===== config.mk =====
export PLATFORM = sky130hd
export DESIGN_NAME = rename_stage
export DESIGN_NICKNAME = d
export VERILOG_FILES = /design/src/rtl/rename_stage.sv
export SDC_FILE = /design/constraint.sdc
export NUM_CORES = 1
export LEC_CHECK = 0
export ABC_AREA = 0
export BUFFER_PORTS_ARGS = -buffer_cell sky130_fd_sc_hd__buf_2
export CELL_PAD_IN_SITES_DETAIL_PLACEMENT = 1
export CELL_PAD_IN_SITES_GLOBAL_PLACEMENT = 1
export CORE_UTILIZATION = 55
export DETAILED_ROUTE_END_ITERATION = 16
export PLACE_DENSITY_LB_ADDON = 0.1
export SLEW_MARGIN = 10
export SYNTH_ARGS = -nofsm -noshare
export SYNTH_HDL_FRONTEND = slang
export SYNTH_SLANG_ARGS = --single-unit
export TNS_END_PERCENT = 30

===== constraint.sdc =====
create_clock -name clk -period 6 [get_ports clk]
set_input_delay 0.9 -clock clk [delete_from_list [all_inputs] [get_ports clk]]
set_output_delay 0.9 -clock clk [all_outputs]
set_load 0.02 [all_outputs]

===== src/rtl/rename_stage.sv =====
// In-order register rename stage: RAT lookup, free-list allocation and a registered
// output slot toward the issue queue, with commit-side reclamation of stale tags.
module rename_stage #(
    parameter int NUM_ARCH_REGS     = 32,
    parameter int NUM_PHYSICAL_REGS = 64,
    parameter int FREE_DEPTH        = NUM_PHYSICAL_REGS - NUM_ARCH_REGS,
    parameter int FL_PTR_BITS       = $clog2(FREE_DEPTH),
    localparam int ARCH_BITS        = $clog2(NUM_ARCH_REGS),
    localparam int PHYS_BITS        = $clog2(NUM_PHYSICAL_REGS),
    localparam int CNT_BITS         = FL_PTR_BITS + 1
) (
    input  logic                 clk,
    input  logic                 reset_n,
    input  logic                 in_valid,
    output logic                 in_ready,
    input  logic [ARCH_BITS-1:0] arch_rs1,
    input  logic [ARCH_BITS-1:0] arch_rs2,
    input  logic [ARCH_BITS-1:0] arch_rd,
    input  logic                 rd_write,
    input  logic [6:0]           opcode_in,
    input  logic [31:0]          immediate_in,
    output logic                 out_valid,
    input  logic                 out_ready,
    output logic [PHYS_BITS-1:0] phys_rs1,
    output logic [PHYS_BITS-1:0] phys_rs2,
    output logic [PHYS_BITS-1:0] phys_dest,
    output logic [PHYS_BITS-1:0] old_phys_dest,
    output logic [6:0]           opcode,
    output logic [31:0]          immediate,
    input  logic                 free_valid,
    input  logic [PHYS_BITS-1:0] free_phys,
    output logic [CNT_BITS-1:0]  free_count,
    output logic                 free_overflow
);

    logic [PHYS_BITS-1:0]   rat [NUM_ARCH_REGS];
    logic [PHYS_BITS-1:0]   free_list [FREE_DEPTH];
    logic [FL_PTR_BITS-1:0] head;
    logic [FL_PTR_BITS-1:0] tail;
    logic                   accept;
    logic                   alloc;
    logic                   free_full;
    logic                   free_accept;

    // Stalls even non-writing instructions when the free list is empty, keeping
    // in_ready independent of the incoming instruction.
    assign free_full   = (free_count == CNT_BITS'(FREE_DEPTH));
    assign in_ready    = (!out_valid || out_ready) && (free_count != '0);
    assign accept      = in_valid && in_ready;
    assign alloc       = accept && rd_write && (arch_rd != '0);
    assign free_accept = free_valid && (free_phys != '0) && !free_full;

    // rat[0] is never written, so x0 sources always read physical register 0.
    always_ff @(posedge clk or negedge reset_n) begin
        if (!reset_n) begin
            for (int i = 0; i < NUM_ARCH_REGS; i++) begin
                rat[i] <= PHYS_BITS'(i);
            end
        end else if (alloc) begin
            rat[arch_rd] <= free_list[head];
        end
    end

    always_ff @(posedge clk or negedge reset_n) begin
        if (!reset_n) begin
            for (int k = 0; k < FREE_DEPTH; k++) begin
                free_list[k] <= PHYS_BITS'(NUM_ARCH_REGS + k);
            end
        end else if (free_accept) begin
            free_list[tail] <= free_phys;
        end
    end

    always_ff @(posedge clk or negedge reset_n) begin
        if (!reset_n) begin
            head          <= '0;
            tail          <= '0;
            free_count    <= CNT_BITS'(FREE_DEPTH);
            free_overflow <= 1'b0;
        end else begin
            if (alloc) begin
                head <= head + FL_PTR_BITS'(1);
            end
            if (free_accept) begin
                tail <= tail + FL_PTR_BITS'(1);
            end
            case ({free_accept, alloc})
                2'b10:   free_count <= free_count + CNT_BITS'(1);
                2'b01:   free_count <= free_count - CNT_BITS'(1);
                default: free_count <= free_count;
            endcase
            if (free_valid && (free_phys != '0) && free_full) begin
                free_overflow <= 1'b1;
            end
        end
    end

    // Sources read the RAT before this instruction's own update lands.
    always_ff @(posedge clk or negedge reset_n) begin
        if (!reset_n) begin
            out_valid     <= 1'b0;
            phys_rs1      <= '0;
            phys_rs2      <= '0;
            phys_dest     <= '0;
            old_phys_dest <= '0;
            opcode        <= '0;
            immediate     <= '0;
        end else if (accept) begin
            out_valid     <= 1'b1;
            phys_rs1      <= rat[arch_rs1];
            phys_rs2      <= rat[arch_rs2];
            phys_dest     <= alloc ? free_list[head] : '0;
            old_phys_dest <= alloc ? rat[arch_rd] : '0;
            opcode        <= opcode_in;
            immediate     <= immediate_in;
        end else if (out_ready) begin
            out_valid     <= 1'b0;
        end
    end

endmodule


==> results of run 1 <==
-- cell type report --
cell class / count / area (sq um) / area share [%]
flip-flops and latches: 465 / 11900 / 43.8
multi-input cells: 1186 / 11800 / 43.5
clock buffers: 79 / 1520 / 5.61
repair buffers: 169 / 981 / 3.61
well taps: 585 / 732 / 2.69
clock inverters: 16 / 208 / 0.765
inverters: 4 / 15.0 / 0.0553
-- state kept, by name (all words and copies together), names as in the netlist --
register and cells:
rat 192, free_count 6, free_list 192, head 5
phys_rs1 6, old_phys_dest 6, tail 5, opcode 7
immediate 32, phys_rs2 6, free_overflow 1, out_valid 1
phys_dest 6
-- cells by family (layout without fill, tap and decap cells) --
logic type               after synthesis  in the layout  synth area share (%)
multiplexers                         730            730                  36.1
flip-flops                           465            465                  48.8
AO/OA/AOI/OAI                        232            232                  7.03
AND/OR/NAND/NOR                      201            201                  4.29
buffers and inverters                144            268                  2.79
XOR/XNOR                              15             15                 0.540
adder cells (fa/ha/maj)                8              8                 0.411
-- metrics by stage --
| step | hold slack [ps] | setup WS, ps | cells | instance area [sq um] | util, % |
|---|---|---|---|---|---|
| global placement | 401 | 2170 | 2409 | 25400 | 58.6 |
| floorplan | 466 | 2660 | 1795 | 24300 | - |
| CTS | 366 | 2520 | 2504 | 27200 | 62.6 |
| global route | 404 | 2430 | 2504 | 27200 | 62.6 |
| detailed placement | 413 | 2150 | 2409 | 25400 | 58.6 |
| finish | 350 | 2480 | 2504 | 27200 | 62.6 |
-- worst paths after layout --
kind / startpoint / to / cells after the start
worst max-delay path: head[1] / rat[72] / 6
worst min-delay path: reset_n / tail[1] / 1
worst max register to register: head[1] / rat[72] / 6
worst min register to register: rat[187] / rat[187] / 0
max in group asynchronous: reset_n / immediate[9] / 2
min in group clk: rat[187] / rat[187] / 0
-- where the power goes --
group	internal, mW	switching (mW)
Sequential	4.63	1.09
Combinational	2.11	2.57
Clock	1.92	1.33
-- layout by cell type, fill, tap and decap left out, types with 5 or more instances in the layout --
master      netlist  layout
o22ai_1          40      40
nor2b_1          12       8
dfstp_2         193     193
o221ai_1          5       5
xor2_1            6       6
a22o_1           31      31
nand2b_1          8       8
a21oi_1          34      34
a211oi_1          6       6
mux2i_1         232     232
ha_1              8       8
clkinv_2          0       5
buf_4             9      32
or3_1             6       6
nand3b_1          9       9
nand3_1          10      10
nor2_2            7       8
xnor2_1           9       9
clkbuf_16         0      52
nand2_1          53      53
a22oi_1          64      60
nand4_1           8       8
a221oi_1         26      26
a32o_1            6       6
clkinvlp_4        0       5
clkbuf_1         61      15
clkbuf_8          0      12
buf_2            54     133
o41ai_1          12      12
mux2_2          419     419
mux4_2           76      76
dfrtp_1         272     270
nor2_1           57      56
-- metal layers --
layer | vias up | GRT usage [%] | wire (microns)
li1 | 6975 | - | -
met3 | 136 | 6.04 | 5210
met1 | 8880 | 47.2 | 31500
met2 | 654 | 51.9 | 34300
met5 | - | 0 | 0
met4 | 0 | 11.1 | 1940
==> run summary, run 1 <==
post-synthesis register bit count -> 465
WS Path Type -> register to register
reg-to-reg slack, setup -> 2480 ps
Layout Skew -> 12.0 ps
register area share after synthesis -> 48.8%
die height -> 212 microns
Fin. Hold Viols -> 0
EDFF count, synth -> 0
gpl congestion -> 0.927
HP Class -> primary input to asynchronous set/reset pin
period utilisation layout -> 58.7%
Core Rows -> 76
core footprint -> 43400 sq um
Starting Density -> 56.1%
initial antenna violation count -> 0
number of buffers and inverters on the critical path -> 1
clock latency on the worst-skew pair -> 600 ps
total negative setup slack -> 0 ps
Mapped Cells -> 1795
WL final -> 73000 microns
crit path cell chain -> buf_4 -> nor2b_1 -> a22o_1 -> a211o_1 -> o311a_2 -> mux2_2
Slew @ Worst Pin -> 1140 ps
WL/cell -> 29.1 microns
Pins Over Slew Limit -> 0
Clock Sinks -> 465
num ports -> 138
count of input and output buffers -> 137
synth cell count leaders -> mux2_2, dfrtp_1, mux2i_1
postcts setup bufs -> 0
global route overflow -> 0
max incr delay on CP -> 800 ps
Max Clk Rate -> 284 MHz
filler cell count -> 4171
leakage power -> 11.9 nW
CTS H-tree lvls -> 2
Area Growth Syn to Fin -> 11.7%
cts repair resizes -> 0
DRC Markers -> 0
NumNets Final -> 1951
Yosys cell types -> 52
Tot GR Track Use -> 33.3%
leading area contributor after synthesis -> dfrtp_1
prevailing post-synth register cell -> dfrtp_1
CP delay by family, top -> compound AO/OA/AOI/OAI gates
Routed Antenna Nets -> 0
share of the synthesized area in the top cell type -> 28.0%
Yosys warning count -> 0
Pre-Repair DR Iteration Count -> 5
most frequent cell after synthesis -> mux2_2
final critical-path required period -> 3520 ps
TritonCTS clock tree -> built
status -> complete, no violations
Rel. slew slack -> 23.7%
total CTS buffers -> 51
Vias/cell -> 6.65
estimated wirelength of the detail-placed design -> 47200 microns
RSZ-0062 raised after global routing -> false
vias in the first global route -> 17.8k
CTS clk-pin slew, worst paths -> 60 ps
DR vias -> 16.6k
Die X -> 212 microns
Synth area leaders -> dfrtp_1, dfstp_2, mux2_2
cell area power density -> 503 nW/um^2
CP arrival -> 4060 ps
Iter 0 DRT Violations -> 1466
layout cells sized above 1 -> 50.5%
largest net degree at the start of global routing -> 121
first-pass GRT wire length -> 112000 microns
synthesized area -> 24300 sq um
CP Launch Type -> register
Antenna diodes -> 0
maximum vdd drop -> 296 uV
final setup vio count -> 0
Max Cap Violations -> 0
Post-CTS Hold Fix Bufs -> 0
Tot Pwr -> 13.7 mW
CTS Root Cell -> clkbuf_16
worst-case clock buffer depth -> 3
Mean Syn Cell Area -> 13.6 sq um
CP required -> 6540 ps
Crit Path Max Fanout -> 32
Worst setup EP type -> register
Die ar. -> 45100 sq um
syn_nets -> 1869
CP max stage cell -> o311a_2
ys async rst share -> 100%
(Power assumes the default switching activity.)
==> inputs of run 2 (changes only) <==
CORE_UTILIZATION = 51   (was 55)
clock period = 3.5 ns   (was 6 ns; I/O delays follow)
==> run 2 against run 1 <==
The run now ends with DRC left. Sequential cell count is the same. Clock-buffer cell count grew 2. Highest routed layer is now met5. Worst setup slack worse by 2000 ps. Die area increased by 7.8%. Non-clock buffer count increased by 60. Cell area rose by 2.9%. Sequential share of layout area shrank 1.2 points. Total power grew 79%. Core utilization decreased by 2.9 points. First-iteration DRC count is 15% lower. Final cell count is 3.4% higher. Critical path type is now register to output pin. Hold slack worse by 340 ps.
==> run summary, run 2 (same netlist as run 1, synthesis figures left out) <==
status -> finished, violations left
failing checks -> DRC
Area Growth Syn to Fin -> 14.9%
FF-to-FF End -> free_count[4]
worst-case clock buffer depth -> 3 (unchanged)
gpl congestion -> 0.956 (+3.1%)
Pre-Repair DR Iteration Count -> 11 (+6)
Psw -> 8.73 mW (+75%)
reg-to-reg slack, setup -> 450 ps (-2030 ps)
RSZ-0062 raised after global routing -> false
Die X -> 220 microns (+3.8%)
CTS clk-pin slew, worst paths -> 60 ps (about the same)
final critical-path required period -> 3060 ps
Max Clk Rate -> 327 MHz
first-pass GRT wire length -> 115000 microns (+2.1%)
Antenna diodes -> 0 (unchanged)
leakage power -> 12.3 nW (+3.7%)
TritonCTS clock tree -> built
Iter 0 DRT Violations -> 1252 (-15%)
vias in the first global route -> 17.9k (+0.31%)
clock power share -> 24.8% (+1.0 points)
DRC Markers -> 2 (+2)
Worst setup EP type -> output pin
estimated wirelength of the detail-placed design -> 50200 microns (+6.3%)
Crit Path Max Fanout -> 9 (-72%)
DR vias -> 16.8k (+1.1%)
CTS H-tree lvls -> 2 (unchanged)
M3 GR Usage -> 6.46% (+0.42 points)
Logic pwr share -> 35.3% (+1.0 points)
initial antenna violation count -> 2 (+2)
global route overflow -> 0 (unchanged)
Routed Antenna Nets -> 0 (unchanged)
WS Path Type -> register to output pin
filler cell count -> 4520 (+8.4%)
most frequent cells in the layout -> mux2_2, dfrtp_1, mux2i_1
Max Cap Violations -> 0 (unchanged)
cts repair resizes -> 0 (unchanged)
CP Launch Type -> register
WL final -> 75600 microns (+3.6%)
Pins Over Slew Limit -> 0 (unchanged)
met1 Usage GRT -> 45.4% (-1.8 points)
Core Rows -> 79 (+3.9%)
most common cell after layout, fill and taps aside -> mux2_2
count of input and output buffers -> 137 (unchanged)
WL/cell -> 29.2 microns (+0.12%)
sequential power share -> 39.9% (-2.0 points)
postcts setup bufs -> 0 (unchanged)
Clock Sinks -> 465 (unchanged)
total negative setup slack -> 0 ps (unchanged)
Top Usage Layer GRT -> met2
Pint -> 15.7 mW (+81%)
die height -> 220 microns (+3.8%)
layout cells sized above 1 -> 52.2% (+1.7 points)
CTS Root Cell -> clkbuf_16
Slew @ Worst Pin -> 993 ps (-152 ps)
Tot GR Track Use -> 31.8% (-1.5 points)
CP required -> 2970 ps (-3570 ps)
period utilisation layout -> 87.4%
CP arrival -> 2530 ps (-1530 ps)
clock latency on the worst-skew pair -> 620 ps (+20 ps)
Vias/cell -> 6.50 (-2.3%)
Layout Skew -> 28.4 ps (+16.4 ps)
Fin. Hold Viols -> 0 (unchanged)
total CTS buffers -> 53 (+3.9%)
Reg2Reg Depth -> 11 (+5)
num ports -> 138 (unchanged)
Starting Density -> 52.0% (-4.1 points)
Die ar. -> 48600 sq um (+7.8%)
Post-DP Area -> 26000 sq um (+2.4%)
HP Class -> primary input to asynchronous set/reset pin
Final Instance Area -> 27900 sq um (+2.9%)
Tot Pwr -> 24.4 mW (+79%)
largest net degree at the start of global routing -> 106 (-12%)
final setup vio count -> 0 (unchanged)
cell area power density -> 873 nW/um^2 (+74%)
core footprint -> 46800 sq um (+7.8%)
maximum vdd drop -> 744 uV (+150%)
R2R Path Start -> free_count[1]
switching share of total power -> 35.8% (-0.73 points)
met2 Resource Use GR -> 48.5% (-3.4 points)
Rel. slew slack -> 33.8% (+10 points)
Post-CTS Hold Fix Bufs -> 0 (unchanged)
NumNets Final -> 2013 (+3.2%)
top flop regs -> free_list (192), rat (192), immediate (32)
## run 2: final cells by class
cell class	instances	area, sq um	share of cell area (%)
flip-flops and latches	465	11900	42.5
well taps	607	759	2.72
clock buffers	81	1600	5.74
clock inverters	18	304	1.09
multi-input cells	1186	11800	42.3
inverters	4	15.0	0.0537
repair buffers	229	1560	5.57
## run 2: metal layers
metal | wire length, microns | vias to the layer above | share of wire [%]
li1 | - | 7102 | -
met1 | 33300 | 8998 | 44
met2 | 34900 | 590 | 46
met3 | 5170 | 132 | 6.8
met4 | 2170 | 4 | 2.9
met5 | 33 | - | 0.044
## run 2: metrics by stage
step | cells | util (%) | hold WS (ps) | setup slack [ps]
4_1_cts | 2590 | 59.8 | 14.9 | 425
6_report | 2590 | 59.8 | 5.66 | 441
3_3_place_gp | 2491 | 55.7 | 402 | 464
3_5_place_dp | 2491 | 55.7 | 412 | 475
5_1_grt | 2590 | 59.8 | 53.6 | 131
2_1_floorplan | 1795 | - | 229 | 538
## run 2: power groups by stage
stage                     clock (mW)  sequential, mW  combinational, mW
after floorplan                    0            9.24               5.51
after global placement             0            9.55               8.19
after detailed placement           0            9.73               8.47
after CTS                       6.16            9.69               8.55
after global routing            6.34            9.98               9.09
final                           6.05            9.74               8.62
## run 2: worst max-delay path, cell delays in order (launching register included)
cell and delay, ps:
dfrtp_1 490, nor4_2 370, nor3b_4 560, buf_4 290
nor2b_1 60, buf_2 160
## run 2: worst max path at each step
stage | slack, ps | startpoint | endpoint
global placement | 460 | free_count[1] | free_count[4]
CTS | 420 | free_count[1] | in_ready
detailed placement | 470 | free_count[1] | free_count[4]
finish | 440 | free_count[1] | in_ready
floorplan | 540 | free_count[1] | free_count[4]
global route | 130 | free_count[1] | free_count[4]
